<file path="src/rtl/instr_fetch.sv">
`default_nettype none
// ============================================================================
//  Module      : instr_fetch
//  Description : Single-outstanding instruction fetch stage with a held output
//                register, PC redirect handling and a sticky misalign trap.
//  Revision    : 1.0  initial release
// ============================================================================
module instr_fetch #(
    parameter logic [31:0] RESET_PC = 32'h0000_0000
) (
    input  logic        clk,
    input  logic        rst_n,
    input  logic        stall,
    input  logic        PCSrc,
    input  logic [31:0] PCTarget,
    output logic        imem_req,
    output logic [31:0] imem_addr,
    input  logic        imem_gnt,
    input  logic        imem_rvalid,
    input  logic [31:0] imem_rdata,
    output logic [31:0] Instr,
    output logic        instr_valid,
    output logic [31:0] PC,
    output logic [31:0] PCPlus4,
    output logic        misalign_err,
    output logic [31:0] retired
);

    localparam logic [1:0]  c_ST_FETCH  = 2'd0;
    localparam logic [1:0]  c_ST_WAIT   = 2'd1;
    localparam logic [1:0]  c_ST_HOLD   = 2'd2;
    localparam logic [1:0]  c_ST_ERR    = 2'd3;
    localparam logic [31:0] c_NOP_INSTR = 32'h0000_0013;

    logic [1:0]  r_state;
    logic [1:0]  w_next_state;
    logic        r_run;
    logic [31:0] r_pc;
    logic [31:0] r_instr;
    logic        r_misalign;
    logic [31:0] r_retired;

    logic        w_accept;
    logic        w_bad_target;
    logic [31:0] w_pc_plus4;
    logic        w_imem_req;
    logic        w_instr_valid;

    assign w_accept     = (r_state == c_ST_HOLD) && !stall;
    assign w_bad_target = PCSrc && (PCTarget[1:0] != 2'b00);
    assign w_pc_plus4   = r_pc + 32'd4;

    // ------------------------------------------------------------------
    // State register
    // ------------------------------------------------------------------
    always_ff @(posedge clk or negedge rst_n) begin
        if (!rst_n) begin
            r_state <= c_ST_FETCH;
        end else begin
            r_state <= w_next_state;
        end
    end

    // ------------------------------------------------------------------
    // Next-state logic
    // ------------------------------------------------------------------
    always_comb begin
        w_next_state = r_state;
        case (r_state)
            c_ST_FETCH: begin
                if (r_run && imem_gnt) begin
                    w_next_state = c_ST_WAIT;
                end
            end
            c_ST_WAIT: begin
                if (imem_rvalid) begin
                    w_next_state = c_ST_HOLD;
                end
            end
            c_ST_HOLD: begin
                if (!stall) begin
                    w_next_state = w_bad_target ? c_ST_ERR : c_ST_FETCH;
                end
            end
            c_ST_ERR: begin
                w_next_state = c_ST_ERR;
            end
            default: begin
                w_next_state = c_ST_FETCH;
            end
        endcase
    end

    // ------------------------------------------------------------------
    // Output decode
    // ------------------------------------------------------------------
    always_comb begin
        w_imem_req    = 1'b0;
        w_instr_valid = 1'b0;
        case (r_state)
            c_ST_FETCH: w_imem_req    = r_run;
            c_ST_HOLD:  w_instr_valid = 1'b1;
            default: begin
                w_imem_req    = 1'b0;
                w_instr_valid = 1'b0;
            end
        endcase
    end

    // Holds the request low while in reset and lets it rise on the first edge after.
    always_ff @(posedge clk or negedge rst_n) begin
        if (!rst_n) begin
            r_run <= 1'b0;
        end else begin
            r_run <= 1'b1;
        end
    end

    always_ff @(posedge clk or negedge rst_n) begin
        if (!rst_n) begin
            r_instr <= c_NOP_INSTR;
        end else if ((r_state == c_ST_WAIT) && imem_rvalid) begin
            r_instr <= imem_rdata;
        end
    end

    // A misaligned redirect still retires the instruction but leaves PC untouched.
    always_ff @(posedge clk or negedge rst_n) begin
        if (!rst_n) begin
            r_pc       <= RESET_PC;
            r_retired  <= 32'd0;
            r_misalign <= 1'b0;
        end else if (w_accept) begin
            r_retired <= r_retired + 32'd1;
            if (w_bad_target) begin
                r_misalign <= 1'b1;
            end else if (PCSrc) begin
                r_pc <= PCTarget;
            end else begin
                r_pc <= w_pc_plus4;
            end
        end
    end

    assign imem_req     = w_imem_req;
    assign imem_addr    = r_pc;
    assign Instr        = r_instr;
    assign instr_valid  = w_instr_valid;
    assign PC           = r_pc;
    assign PCPlus4      = w_pc_plus4;
    assign misalign_err = r_misalign;
    assign retired      = r_retired;

endmodule
`default_nettype wire
</file>
<file path="config.mk">
export PLATFORM = sky130hd
export DESIGN_NAME = instr_fetch
export DESIGN_NICKNAME = d
export VERILOG_FILES = /design/src/rtl/instr_fetch.sv
export SDC_FILE = /design/constraint.sdc
export NUM_CORES = 1
export LEC_CHECK = 0
export CORE_UTILIZATION = 43
export DETAILED_ROUTE_END_ITERATION = 16
export HOLD_SLACK_MARGIN = 0.1
export PLACE_DENSITY = 0.87
export SLEW_MARGIN = 20
export SYNTH_ARGS = -nofsm -noshare
export SYNTH_HDL_FRONTEND = slang
export SYNTH_SLANG_ARGS = --single-unit
export TNS_END_PERCENT = 1
</file>
<file path="constraint.sdc">
create_clock -name clk -period 3 [get_ports clk]
set_input_delay 0.75 -clock clk [delete_from_list [all_inputs] [get_ports clk]]
set_output_delay 0.75 -clock clk [all_outputs]
set_load 0.02 [all_outputs]
</file>
==> flow_summary_export.csv, run 1 <==
group,metric,value,unit
logic_synthesis,yosysMostFrequentCell,"dfrtp_1",
worst_hold_path,min_path_type,"input port to asynchronous set/reset pin",
pwr,max-vdd-ir-drop,0.000642,V
die,die-area,13300,um2
clock_network,numCtsBuffers,9,
drt,final_antenna_net_count,0,
logic_synthesis,netlist.area_leader.share,44.1,%
placed_design,io_buffers,232,
logic_synthesis,synth_common_cells,"97 x dfrtp_1, 51 x nand2_1, 38 x xnor2_1, 35 x buf_4, 32 x mux2_2",
sta,fmax,0.339,GHz
die,fp.dieW,115,um
placed_design,place.gp.congestion,0.896,
sta,fin_crit_sh,98.4,%
global_routing,antenna_found_initial,0,
drt,drt_iter0_markers,274,
die,core_area,12300,um2
pwr,internal-power,3.68,mW
sta,final_hold_viol_count,0,
critical_path,end_kind,"output port",
critical_path,crit_chain,"ha_2 -> nand4_2 -> or2_1 -> or4_4 -> xnor2_1 -> buf_2",
logic_synthesis,synthTopCellsByArea,"dfrtp_1 44%, mux2_2 6.5%, xnor2_1 6.0%, buf_4 4.8%, o22ai_2 4.1%",
critical_path,cp.buffers_inverters,1,
critical_path,critical_path.max_stage_delay,0.50,ns
final_layout,n_antenna_cell,0,
final_layout,layout-drive-gt1-share,21.9,%
logic_synthesis,synth_nets,584,
logic_synthesis,syn_area,5510,um2
final_layout,fin_util,68.1,%
logic_synthesis,synth-edff-count,0,
pwr,p_leak,3.69,nW
critical_path,path_max_fanout,4,
clock_network,cts_hold_buf,0,
pwr,switching_share,37.3,%
die,dieHeight,115,um
sta,fin_skew,0.00990,ns
logic_synthesis,yosys_warnings,0,
pwr,clockPowerShare,19.6,%
global_routing,grt_usage,24.9,%
drt,vias_per_cell,5.27,
sta,finalSetupViolations,0,
clock_network,htree_levels,3,
drt,dr.pass1.iters,5,
critical_path,start_kind,"flop",
critical_path,worst_path_dominant_cell_family,"simple AND/OR/NAND/NOR gates",
clock_network,cts_tree,"done",
die,ioPinCount,233,
sta,rsz0062_at_grt,"yes",
global_routing,grt_pass1_wl,25700,um
placed_design,dp_hpwl,12200,um
clock_network,cts-root-buf,"clkbuf_16",
die,rows,40,
logic_synthesis,ys_seq_area_share,45.5,%
critical_path,cp.required,2.25,ns
logic_synthesis,synthCells,512,
clock_network,cts_sinks,100,
global_routing,grt_pass1_vias,5118,
clock_network,clk_pin_slew_worst_paths,0.07,ns
clock_network,clk-insertion-delay-late,0.34,ns
pwr,p_per_area,702,nW/um2
drt,wl_per_cell,17.5,um
global_routing,overflow,0,
drt,wl,16100,um
critical_path,path_class,"flop to output port",
logic_synthesis,synth.avg_cell_area,10.8,um2
logic_synthesis,yosysTopAreaCell,"dfrtp_1",
logic_synthesis,ys.flop_type,"dfrtp_1",
pwr,p_sw,2.18,mW
clock_network,clockBufferDepth,2,
logic_synthesis,ys_ff_latch,100,
critical_path,arrival,2.20,ns
run,cap_violations,0,
final_layout,nets,820,
final_layout,synthToLayoutAreaGrowth,51.5,%
pwr,pwr-share-comb,47.3,%
sta,slew_headroom,57.3,%
drt,drc,0,
sta,slew_violations,0,
critical_path,critPathSlowestCell,"or4_4",
outcome,status,"complete, no violations",
sta,finalCriticalPeriod,2.95,ns
sta,tightest_slew,0.640,ns
global_routing,grt_max_degree,49,
drt,vias,4855,
logic_synthesis,ys_types,47,
logic_synthesis,synthArstFlopShare,100,%
final_layout,fillers,933,
die,initial_core_util,44.9,%
pwr,fin_total_pwr,5.86,mW
pwr,power_frac_seq,33.1,%
[layout by cell type, fill, tap and decap left out, types with 5 or more instances in the layout]
master and count:
nand3_1 24, xnor2_1 37, and3_1 7, buf_4 56, mux2_2 32, nor3_1 7
dfrtp_1 97, o22ai_2 18, clkdlybuf4s50_1 208, mux2i_1 21, and4_1 11, clkbuf_16 9
o22ai_1 7, inv_1 9, nand4_1 11, xor2_1 20, clkbuf_2 5, nor2_1 7
o21ai_0 13, nand2_1 51, a21oi_1 24, dlygate4sd2_1 8
[metal layers]
layer  global-route usage (%)  vias up  routed length, um
met2                     44.2      226               8250
met3                     6.59       41               1230
met1                     28.4     2356               6200
met4                     10.0        0                410
li1                         -     2232                  -
met5                        0        -                  0
[metrics by stage]
stage	instances	worst slack [ns]	hold slack [ns]	instance area [um2]	TNS (ns)
4_1_cts	920	-0.0965	0.440	8350	-0.142
2_1_floorplan	512	0.0379	0.454	5510	0
6_report	921	0.0482	0.415	8350	0
3_3_place_gp	904	0.00386	0.460	8060	0
5_1_grt	921	-0.0650	0.469	8350	-0.103
3_5_place_dp	904	-0.0713	0.465	8060	-0.0930
[registers in the layout, summed over array words and instances, names as in the netlist]
signal	count
Instr	32
PC	32
misalign_err	1
r_run	1
r_state	2
retired	32
[power by group through the flow]
| stage | logic [mW] | clock network, mW | registers, mW |
|---|---|---|---|
| 3_3_place_gp | 2.75 | 0 | 1.93 |
| 6_report | 2.77 | 1.15 | 1.94 |
| 3_5_place_dp | 2.81 | 0 | 1.96 |
| 4_1_cts | 2.79 | 1.18 | 1.94 |
| 5_1_grt | 2.93 | 1.23 | 1.98 |
| 2_1_floorplan | 1.02 | 0 | 2.37 |
[logic make-up after synthesis]
kind of cell               count (synthesis)  synth area share [%]
and+or+nand+nor                          159                  17.3
DFF                                      100                  45.5
buffers and inverters                     73                  8.33
AOI/OAI and AO/OA                         66                  8.79
xor gates and xnor gates                  58                  9.22
muxes                                     53                  10.4
adders and majority gates                  2                 0.454
other                                      1                0.0681
[worst paths after layout]
| check | slack [ns] | depth (start not counted) | endpoint | from |
|---|---|---|---|---|
| max | 0.05 | 6 | PCPlus4[28] | PC[2]$_DFFE_PN0P_ |
| min in group clk | 0.48 | 1 | retired[31]$_DFFE_PN0P_ | retired[31]$_DFFE_PN0P_ |
| max reg2reg | 0.79 | 4 | PC[28]$_DFFE_PN0P_ | r_state[0]$_DFFE_PN0P_ |
| min | 0.41 | 1 | PC[23]$_DFFE_PN0P_ | rst_n |
| min reg2reg | 0.48 | 1 | retired[31]$_DFFE_PN0P_ | retired[31]$_DFFE_PN0P_ |
| max in group asynchronous | 1.83 | 2 | retired[9]$_DFFE_PN0P_ | rst_n |
[layout make-up]
| class | instances | area, um2 | share of cell area (%) |
|---|---|---|---|
| repair buffers | 288 | 2710 | 32.5 |
| multi-input cells | 339 | 2590 | 31.0 |
| flip-flops and latches | 100 | 2510 | 30.0 |
| clock buffers | 10 | 239 | 2.86 |
| well taps | 168 | 210 | 2.52 |
| clock inverters | 6 | 53.8 | 0.644 |
| inverters | 10 | 37.5 | 0.450 |
[repair_timing]
item                       in CTS  in global routing
setup buffers                   0                  1
gates resized for setup        40                 28
pin swaps                       0                  2
setup endpoints to repair      22                 16
Power figures use the tool's default switching activity.
==> run 2, diff against run 1 <==
- CORE_UTILIZATION: 43 -> 35
- PLACE_DENSITY: 0.87 -> 0.74
==> flow_summary_export.csv, run 2 (same netlist as run 1, synthesis figures left out) <==
group,metric,value,unit
outcome,status,"complete, no violations",
sta,slew_violations,0,
die,rows,45,
critical_path,arrival,2.22,ns
die,dieHeight,127,um
global_routing,grt_usage,19.7,%
sta,fin_skew,0.00861,ns
pwr,clockPowerShare,21.0,%
pwr,pwr-share-comb,46.3,%
sta,finalCriticalPeriod,2.97,ns
sta,finalSetupViolations,0,
global_routing,grt_max_degree,59,
sta,fmax,0.337,GHz
die,fp.dieW,127,um
critical_path,end_kind,"output port",
placed_design,dp_hpwl,11900,um
die,core_area,15300,um2
placed_design,place_ws,-0.0514,ns
final_layout,n_antenna_cell,0,
clock_network,htree_levels,3,
sta,fin_tns_setup,0,ns
sta,rsz0062_at_grt,"yes",
clock_network,cts-root-buf,"clkbuf_16",
placed_design,place.gp.congestion,0.897,
sta,fin_crit_sh,99.1,%
clock_network,cts_hold_buf,0,
final_layout,fillers,1311,
drt,drc,0,
critical_path,r2r_start,"PC[2]$_DFFE_PN0P_",
critical_path,path_max_fanout,4,
drt,drt_iter0_markers,167,
worst_hold_path,min_path_type,"input port to asynchronous set/reset pin",
drt,vias,4786,
pwr,p_per_area,706,nW/um2
pwr,p_sw,2.14,mW
pwr,p_leak,3.71,nW
critical_path,critPathSlowestCell,"dfrtp_1",
final_layout,layout-drive-gt1-share,21.1,%
clock_network,clk-insertion-delay-late,0.34,ns
final_layout,final_cell_mix,"207 x clkdlybuf4s50_1, 97 x dfrtp_1, 53 x buf_4",
sta,tightest_slew,0.611,ns
critical_path,critPathLaunch,"PC[2]$_DFFE_PN0P_",
sta,layout_setup_ws,0.0284,ns
run,cap_violations,0,
critical_path,cp.buffers_inverters,2,
pwr,switching_share,36.0,%
die,die-area,16200,um2
sta,hold_slack,0.408,ns
die,initial_core_util,36.1,%
critical_path,cp.required,2.25,ns
final_layout,final_common_cell,"clkdlybuf4s50_1",
clock_network,cts_setup_buffers,0,
critical_path,path_class,"flop to output port",
pwr,power_frac_seq,32.7,%
clock_network,numCtsBuffers,9,
critical_path,crit_chain,"ha_2 -> nand4_2 -> buf_4 -> or3_4 -> nor2_2 -> xor2_1 -> clkdlybuf4s15_2",
clock_network,cts_tree,"done",
drt,wl,15800,um
sta,slew_headroom,59.3,%
final_layout,nets,815,
global_routing,grt_pass1_vias,5014,
clock_network,cts_sinks,100,
drt,wl_per_cell,16.5,um
critical_path,worst_path_dominant_cell_family,"simple AND/OR/NAND/NOR gates",
drt,dr.pass1.iters,4,
final_layout,synthToLayoutAreaGrowth,52.8,%
clock_network,cts_resized,36,
global_routing,antenna_found_initial,0,
critical_path,critical_path.max_stage_delay,0.40,ns
sta,final_hold_viol_count,0,
drt,final_antenna_net_count,0,
clock_network,clk_pin_slew_worst_paths,0.07,ns
pwr,internal-power,3.80,mW
pwr,max-vdd-ir-drop,0.000539,V
die,ioPinCount,233,
global_routing,overflow,0,
global_routing,grt_pass1_wl,25100,um
critical_path,start_kind,"flop",
placed_design,io_buffers,232,
clock_network,clockBufferDepth,2,
drt,vias_per_cell,4.99,
[run 2: cell count changes in the layout (fill, tap and decap cells not counted), moves of 2 or more]
cell and delta:
buf_4 -3, bufinv_16 +2, clkbuf_1 +2, dlymetal6s2s_1 +2, inv_6 -2, buf_2 -3
[run 2: per-layer routing]
layer,global-route usage [%],up-vias,share of wire (%)
met4,7.42,0,1.8
met1,22.4,2356,39
met3,5.32,18,7.4
met5,0,-,0
li1,-,2221,-
met2,35.1,191,52
[run 2: area by class of cell]
type,instances,area (um2),area share (%)
clock buffers,11,233,2.76
clock inverters,5,85.1,1.01
inverters,10,37.5,0.446
multi-input cells,339,2600,30.9
flip-flops and latches,100,2510,29.8
well taps,211,264,3.13
repair buffers,283,2690,32.0
[run 2: path summary, 6_finish.rpt]
path / endpoint / slack [ns] / cells past startpoint
worst max-delay path: PCPlus4[18] / 0.03 / 7
worst min-delay path: PC[30]$_DFFE_PN0P_ / 0.41 / 1
worst max register to register: PC[30]$_DFFE_PN0P_ / 0.80 / 7
worst min register to register: retired[31]$_DFFE_PN0P_ / 0.47 / 1
max in group asynchronous: Instr[0]$_DFFE_PN1P_ / 1.83 / 2
min in group clk: retired[31]$_DFFE_PN0P_ / 0.47 / 1
[run 2: through the flow]
step	area, um2	total power [mW]	cells	util, %
floorplan	5510	3.40	512	-
global placement	8080	4.69	943	53.0
detailed placement	8080	4.75	943	53.0
CTS	8400	6.01	959	55.1
global route	8420	6.24	959	55.2
finish	8420	5.95	959	55.2
[run 2: power groups by stage]
| stage | Sequential, mW | Combinational, mW | Clock, mW |
|---|---|---|---|
| floorplan | 2.37 | 1.02 | 0 |
| global placement | 1.93 | 2.76 | 0 |
| detailed placement | 1.96 | 2.79 | 0 |
| CTS | 1.94 | 2.78 | 1.29 |
| global route | 1.99 | 2.91 | 1.34 |
| finish | 1.94 | 2.76 | 1.25 |
